## config.mk

```make
export PLATFORM = sky130hd
export DESIGN_NAME = abs_bitserial_ctrl
export DESIGN_NICKNAME = d
export VERILOG_FILES = /design/src/rtl/abs_bitserial_ctrl.sv
export SDC_FILE = /design/constraint.sdc
export NUM_CORES = 1
export LEC_CHECK = 0
export CAP_MARGIN = 20
export CORE_AREA = 2 2 99 101
export DETAILED_ROUTE_END_ITERATION = 7
export DIE_AREA = 0 0 101 103
export PLACE_DENSITY_LB_ADDON = 0.25
export SLEW_MARGIN = 25
export SYNTH_ARGS = -nofsm -noshare
export SYNTH_HDL_FRONTEND = slang
export SYNTH_SLANG_ARGS = --single-unit
export TNS_END_PERCENT = 50
```

## constraint.sdc

```tcl
create_clock -name clk -period 2.1 [get_ports clk]
set_input_delay 0.525 -clock clk [delete_from_list [all_inputs] [get_ports clk]]
set_output_delay 0.525 -clock clk [all_outputs]
set_load 0.005 [all_outputs]
```

## src/rtl/abs_bitserial_ctrl.sv

```systemverilog
// Bit-serial two's-complement absolute value: one invert/increment slice reused over WIDTH cycles.
// Optional ABS_BITSERIAL_SAT_EN saturates the most-negative input to max positive.
module abs_bitserial_ctrl #(
  parameter int unsigned WIDTH = 32
) (
  input  logic             clk,
  input  logic             rst_n,
  input  logic             start,
  input  logic [WIDTH-1:0] A,
  output logic             busy,
  output logic             done,
  output logic [WIDTH-1:0] Y
);

  localparam int unsigned CntW = $clog2(WIDTH + 1);
  localparam logic [CntW-1:0] LastBit = CntW'(WIDTH - 1);

  typedef enum logic [1:0] {StIdle, StRun, StDone} state_e;

  state_e           state_q, state_d;
  logic [WIDTH-1:0] a_q, a_d;
  logic [WIDTH-1:0] sh_q, sh_d;
  logic [WIDTH-1:0] y_q, y_d;
  logic             sign_q, sign_d;
  logic             carry_q, carry_d;
  logic [CntW-1:0]  cnt_q, cnt_d;
  logic             slice_b, slice_sum;
`ifdef ABS_BITSERIAL_SAT_EN
  logic             low_zero_q, low_zero_d;
`endif

  always_comb begin
    state_d   = state_q;
    a_d       = a_q;
    sh_d      = sh_q;
    y_d       = y_q;
    sign_d    = sign_q;
    carry_d   = carry_q;
    cnt_d     = cnt_q;
`ifdef ABS_BITSERIAL_SAT_EN
    low_zero_d = low_zero_q;
`endif
    // The operand is shifted right each step, so the current bit is always a_q[0].
    slice_b   = a_q[0] ^ sign_q;
    slice_sum = slice_b ^ carry_q;

    unique case (state_q)
      StIdle, StDone: begin
        if (start) begin
          state_d = StRun;
          a_d     = A;
          sign_d  = A[WIDTH-1];
          carry_d = A[WIDTH-1];
          cnt_d   = '0;
`ifdef ABS_BITSERIAL_SAT_EN
          low_zero_d = 1'b1;
`endif
        end else begin
          state_d = StIdle;
        end
      end
      StRun: begin
        a_d     = a_q >> 1;
        carry_d = slice_b & carry_q;
        sh_d    = {slice_sum, sh_q[WIDTH-1:1]};
        cnt_d   = cnt_q + 1'b1;
`ifdef ABS_BITSERIAL_SAT_EN
        if (cnt_q != LastBit) begin
          low_zero_d = low_zero_q & ~a_q[0];
        end
`endif
        if (cnt_q == LastBit) begin
          state_d = StDone;
          y_d     = sh_d;
`ifdef ABS_BITSERIAL_SAT_EN
          // Sign set with all lower bits clear is the one input whose magnitude overflows.
          if (sign_q && low_zero_q) begin
            y_d = {1'b0, {(WIDTH - 1){1'b1}}};
          end
`endif
        end
      end
      default: state_d = StIdle;
    endcase
  end

  always_ff @(posedge clk) begin
    if (!rst_n) begin
      state_q <= StIdle;
      a_q     <= '0;
      sh_q    <= '0;
      y_q     <= '0;
      sign_q  <= 1'b0;
      carry_q <= 1'b0;
      cnt_q   <= '0;
`ifdef ABS_BITSERIAL_SAT_EN
      low_zero_q <= 1'b0;
`endif
    end else begin
      state_q <= state_d;
      a_q     <= a_d;
      sh_q    <= sh_d;
      y_q     <= y_d;
      sign_q  <= sign_d;
      carry_q <= carry_d;
      cnt_q   <= cnt_d;
`ifdef ABS_BITSERIAL_SAT_EN
      low_zero_q <= low_zero_d;
`endif
    end
  end

  assign busy = (state_q == StRun);
  assign done = (state_q == StDone);
  assign Y    = y_q;

endmodule

```

==> results.sh <==
export IMPL_status="finished clean"
export IMPL_cp_required_ns=1.57
export IMPL_yosysSeqAreaShare=0.517
export IMPL_avgSynthCellArea_um2=8.60
export IMPL_fin_skew_ns=0.00845
export IMPL_synth_area_leaders="dfxtp_1, nand2_1, a21oi_1, mux2i_1, a22oi_1"
export IMPL_route_vias_total=3381
export IMPL_vias_per_cell=5.27
export IMPL_hold_violations=0
export IMPL_worst_slew_pin_transition_ns=0.706
export IMPL_maxSlewViolCount=0
export IMPL_area_growth_pct=23.9
export IMPL_grt_use_total=0.166
export IMPL_clk_pin_slew_ns=0.09
export IMPL_portBuffers=68
export IMPL_clock_latency_ns=0.36
export IMPL_tns_ns=0
export IMPL_numCtsBuffers=9
export IMPL_cts_resized=0
export IMPL_fmax_ghz=0.503
export IMPL_worstPathMaxFanout=2
export IMPL_slowest_stage="clkdlybuf4s50_1"
export IMPL_power_density_mw_per_mm2=741
export IMPL_hold_class="flop to flop"
export IMPL_drv_cap=0
export IMPL_setup_viol=0
export IMPL_initial_core_util=0.430
export IMPL_post_cts_buffers=0
export IMPL_syn_inst=473
export IMPL_met2_usage=0.295
export IMPL_endpoint_kind="output pin"
export IMPL_synth_edff_count=0
export IMPL_slew_headroom=0.530
export IMPL_min_period_over_period=0.947
export IMPL_synthesis_area_mm2=0.00407
export IMPL_peakVddDrop_mv=0.289
export IMPL_grt_busiest_layer="met2"
export IMPL_die_w_um=101
export IMPL_path_buf_inv=2
export IMPL_antenna_found_initial=0
export IMPL_dp_hpwl_mm=5.10
export IMPL_drive_above_1_share=0.0607
export IMPL_finalCriticalPeriod_ns=1.99
export IMPL_gp_congestion=0.751
export IMPL_rows=36
export IMPL_dr_pass1_iters=5
export IMPL_cts_buffer_depth=2
export IMPL_ys_ff_latch=105
export IMPL_diodes=0
export IMPL_postPlaceCellArea_mm2=0.00483
export IMPL_use_met1=0.198
export IMPL_ys_flop_type="dfxtp_1"
export IMPL_critPathKind="flop to output pin"
export IMPL_drc=0
export IMPL_wire_per_inst_um=13.1
export IMPL_cp_arrival_ns=1.46
export IMPL_ys_async_sr_fraction=0
export IMPL_cts_tree="built"
export IMPL_synth_top_area_share=0.517
export IMPL_ys_types=24
export IMPL_yosys_area_top_type="dfxtp_1"
export IMPL_ctsHoldBuffers=0
export IMPL_cp_start_kind="flop"
export IMPL_die_area_mm2=0.0104
export IMPL_clkSinkCount=105
export IMPL_yosys_warnings=0
export IMPL_cpPeakStageDelay_ns=0.50
export IMPL_wl_mm=8.37
export IMPL_yosys_cell_count_top_type="nand2_1"
export IMPL_grt_pass1_wl_mm=13.9
export IMPL_core_mm2=0.00946
export IMPL_cts_root_buffer="clkbuf_8"
export IMPL_cts_htree_levels=3
export IMPL_grt_overflow=0
export IMPL_worst_path_dominant_cell_family="buffers and inverters"
export IMPL_drt_iter0_markers=181
export IMPL_design_area_mm2=0.00504
export IMPL_ant_nets=0
export IMPL_grt_use_met3=0.0251
export IMPL_rsz0062_at_grt="no"
export IMPL_crit_path_cell_trace="nand2b_2 > inv_2 > clkdlybuf4s50_1"
export IMPL_die_h_um=103
export IMPL_synthTopCellsByCount="nand2_1, dfxtp_1, a21oi_1, nand3_1, mux2i_1"
export IMPL_ios=69
export IMPL_grt_pass1_vias=3142
export IMPL_syn_nets=510
export IMPL_grt_max_degree=72
export IMPL_final_nets=560
export IMPL_leakage_nw=1.67
==> final timing paths <==
path / from / to / slack, ns / cells after the start
max reg2reg: state_q[1]$_SDFFE_PN0P_ / cnt_q[3]$_SDFFE_PN0P_ / 0.39 / 5
min: Y[18]$_SDFFE_PN0P_ / Y[18]$_SDFFE_PN0P_ / 0.46 / 2
min reg2reg: Y[18]$_SDFFE_PN0P_ / Y[18]$_SDFFE_PN0P_ / 0.46 / 2
max: state_q[1]$_SDFFE_PN0P_ / busy / 0.11 / 3
==> sequential cells by signal (all words and copies together) (netlist names) <==
register and cells:
Y 32, a_q 32, sh_q 31, cnt_q 6
state_q 2, carry_q 1, sign_q 1
==> kinds of logic (layout without fill, tap and decap cells) <==
logic type,count (synthesis),count (layout),synth area share
multiplexers,35,35,0.0864
XOR/XNOR,1,1,0.00215
AO/OA/AOI/OAI,103,103,0.147
adder cells (fa/ha/maj),2,2,0.00615
buffers and inverters,43,97,0.0483
AND/OR/NAND/NOR,184,184,0.193
flip-flops,105,105,0.517
==> placed cells by master (no fill, tap or decap), types with 2 or more instances in the layout <==
| cell type | count |
|---|---|
| nand2_1 | 130 |
| dfxtp_1 | 105 |
| a21oi_1 | 68 |
| clkdlybuf4s50_1 | 67 |
| nand3_1 | 40 |
| mux2i_1 | 34 |
| a22oi_1 | 31 |
| clkbuf_8 | 9 |
| buf_4 | 9 |
| nand2b_1 | 5 |
| buf_12 | 3 |
| inv_2 | 2 |
| a31oi_1 | 2 |
| nand4_1 | 2 |
| ha_1 | 2 |
| bufinv_16 | 2 |
==> worst reg2reg max path, cell delays in order, from the launching register on <==
cell	delay, ns
dfxtp_1	0.32
nand2b_2	0.22
inv_2	0.08
buf_4	0.57
nand4_1	0.22
mux2i_1	0.22
==> power breakdown <==
| group | internal [mW] | switching (mW) | total, mW |
|---|---|---|---|
| registers | 2.04 | 0.0310 | 2.07 |
| clock network | 0.666 | 0.665 | 1.33 |
| logic | 0.137 | 0.192 | 0.330 |
==> per-stage QoR <==
| stage | std cells | setup slack (ns) | hold slack [ns] | power, mW | utilization |
|---|---|---|---|---|---|
| floorplan | 473 | 0.624 | 0.437 | 2.31 | - |
| global placement | 626 | 0.342 | 0.442 | 2.44 | 0.511 |
| detailed placement | 626 | 0.283 | 0.445 | 2.45 | 0.511 |
| CTS | 641 | 0.0642 | 0.462 | 3.78 | 0.533 |
| global route | 641 | 0.0175 | 0.480 | 3.88 | 0.533 |
| finish | 641 | 0.110 | 0.462 | 3.73 | 0.533 |
==> cell type report <==
type,instances,area [µm²]
repair buffers,80,803
clock inverters,5,81.3
well taps,114,143
inverters,2,7.51
clock buffers,10,128
flip-flops and latches,105,2100
multi-input cells,325,1770
fillers,913,4420
==> layer usage <==
metal  wire, µm  share of wire
met3        287          0.034
met5          0              0
met2       4050           0.48
met4        126          0.015
met1       3920           0.47
No activity file was read; power rests on OpenSTA's default activity.
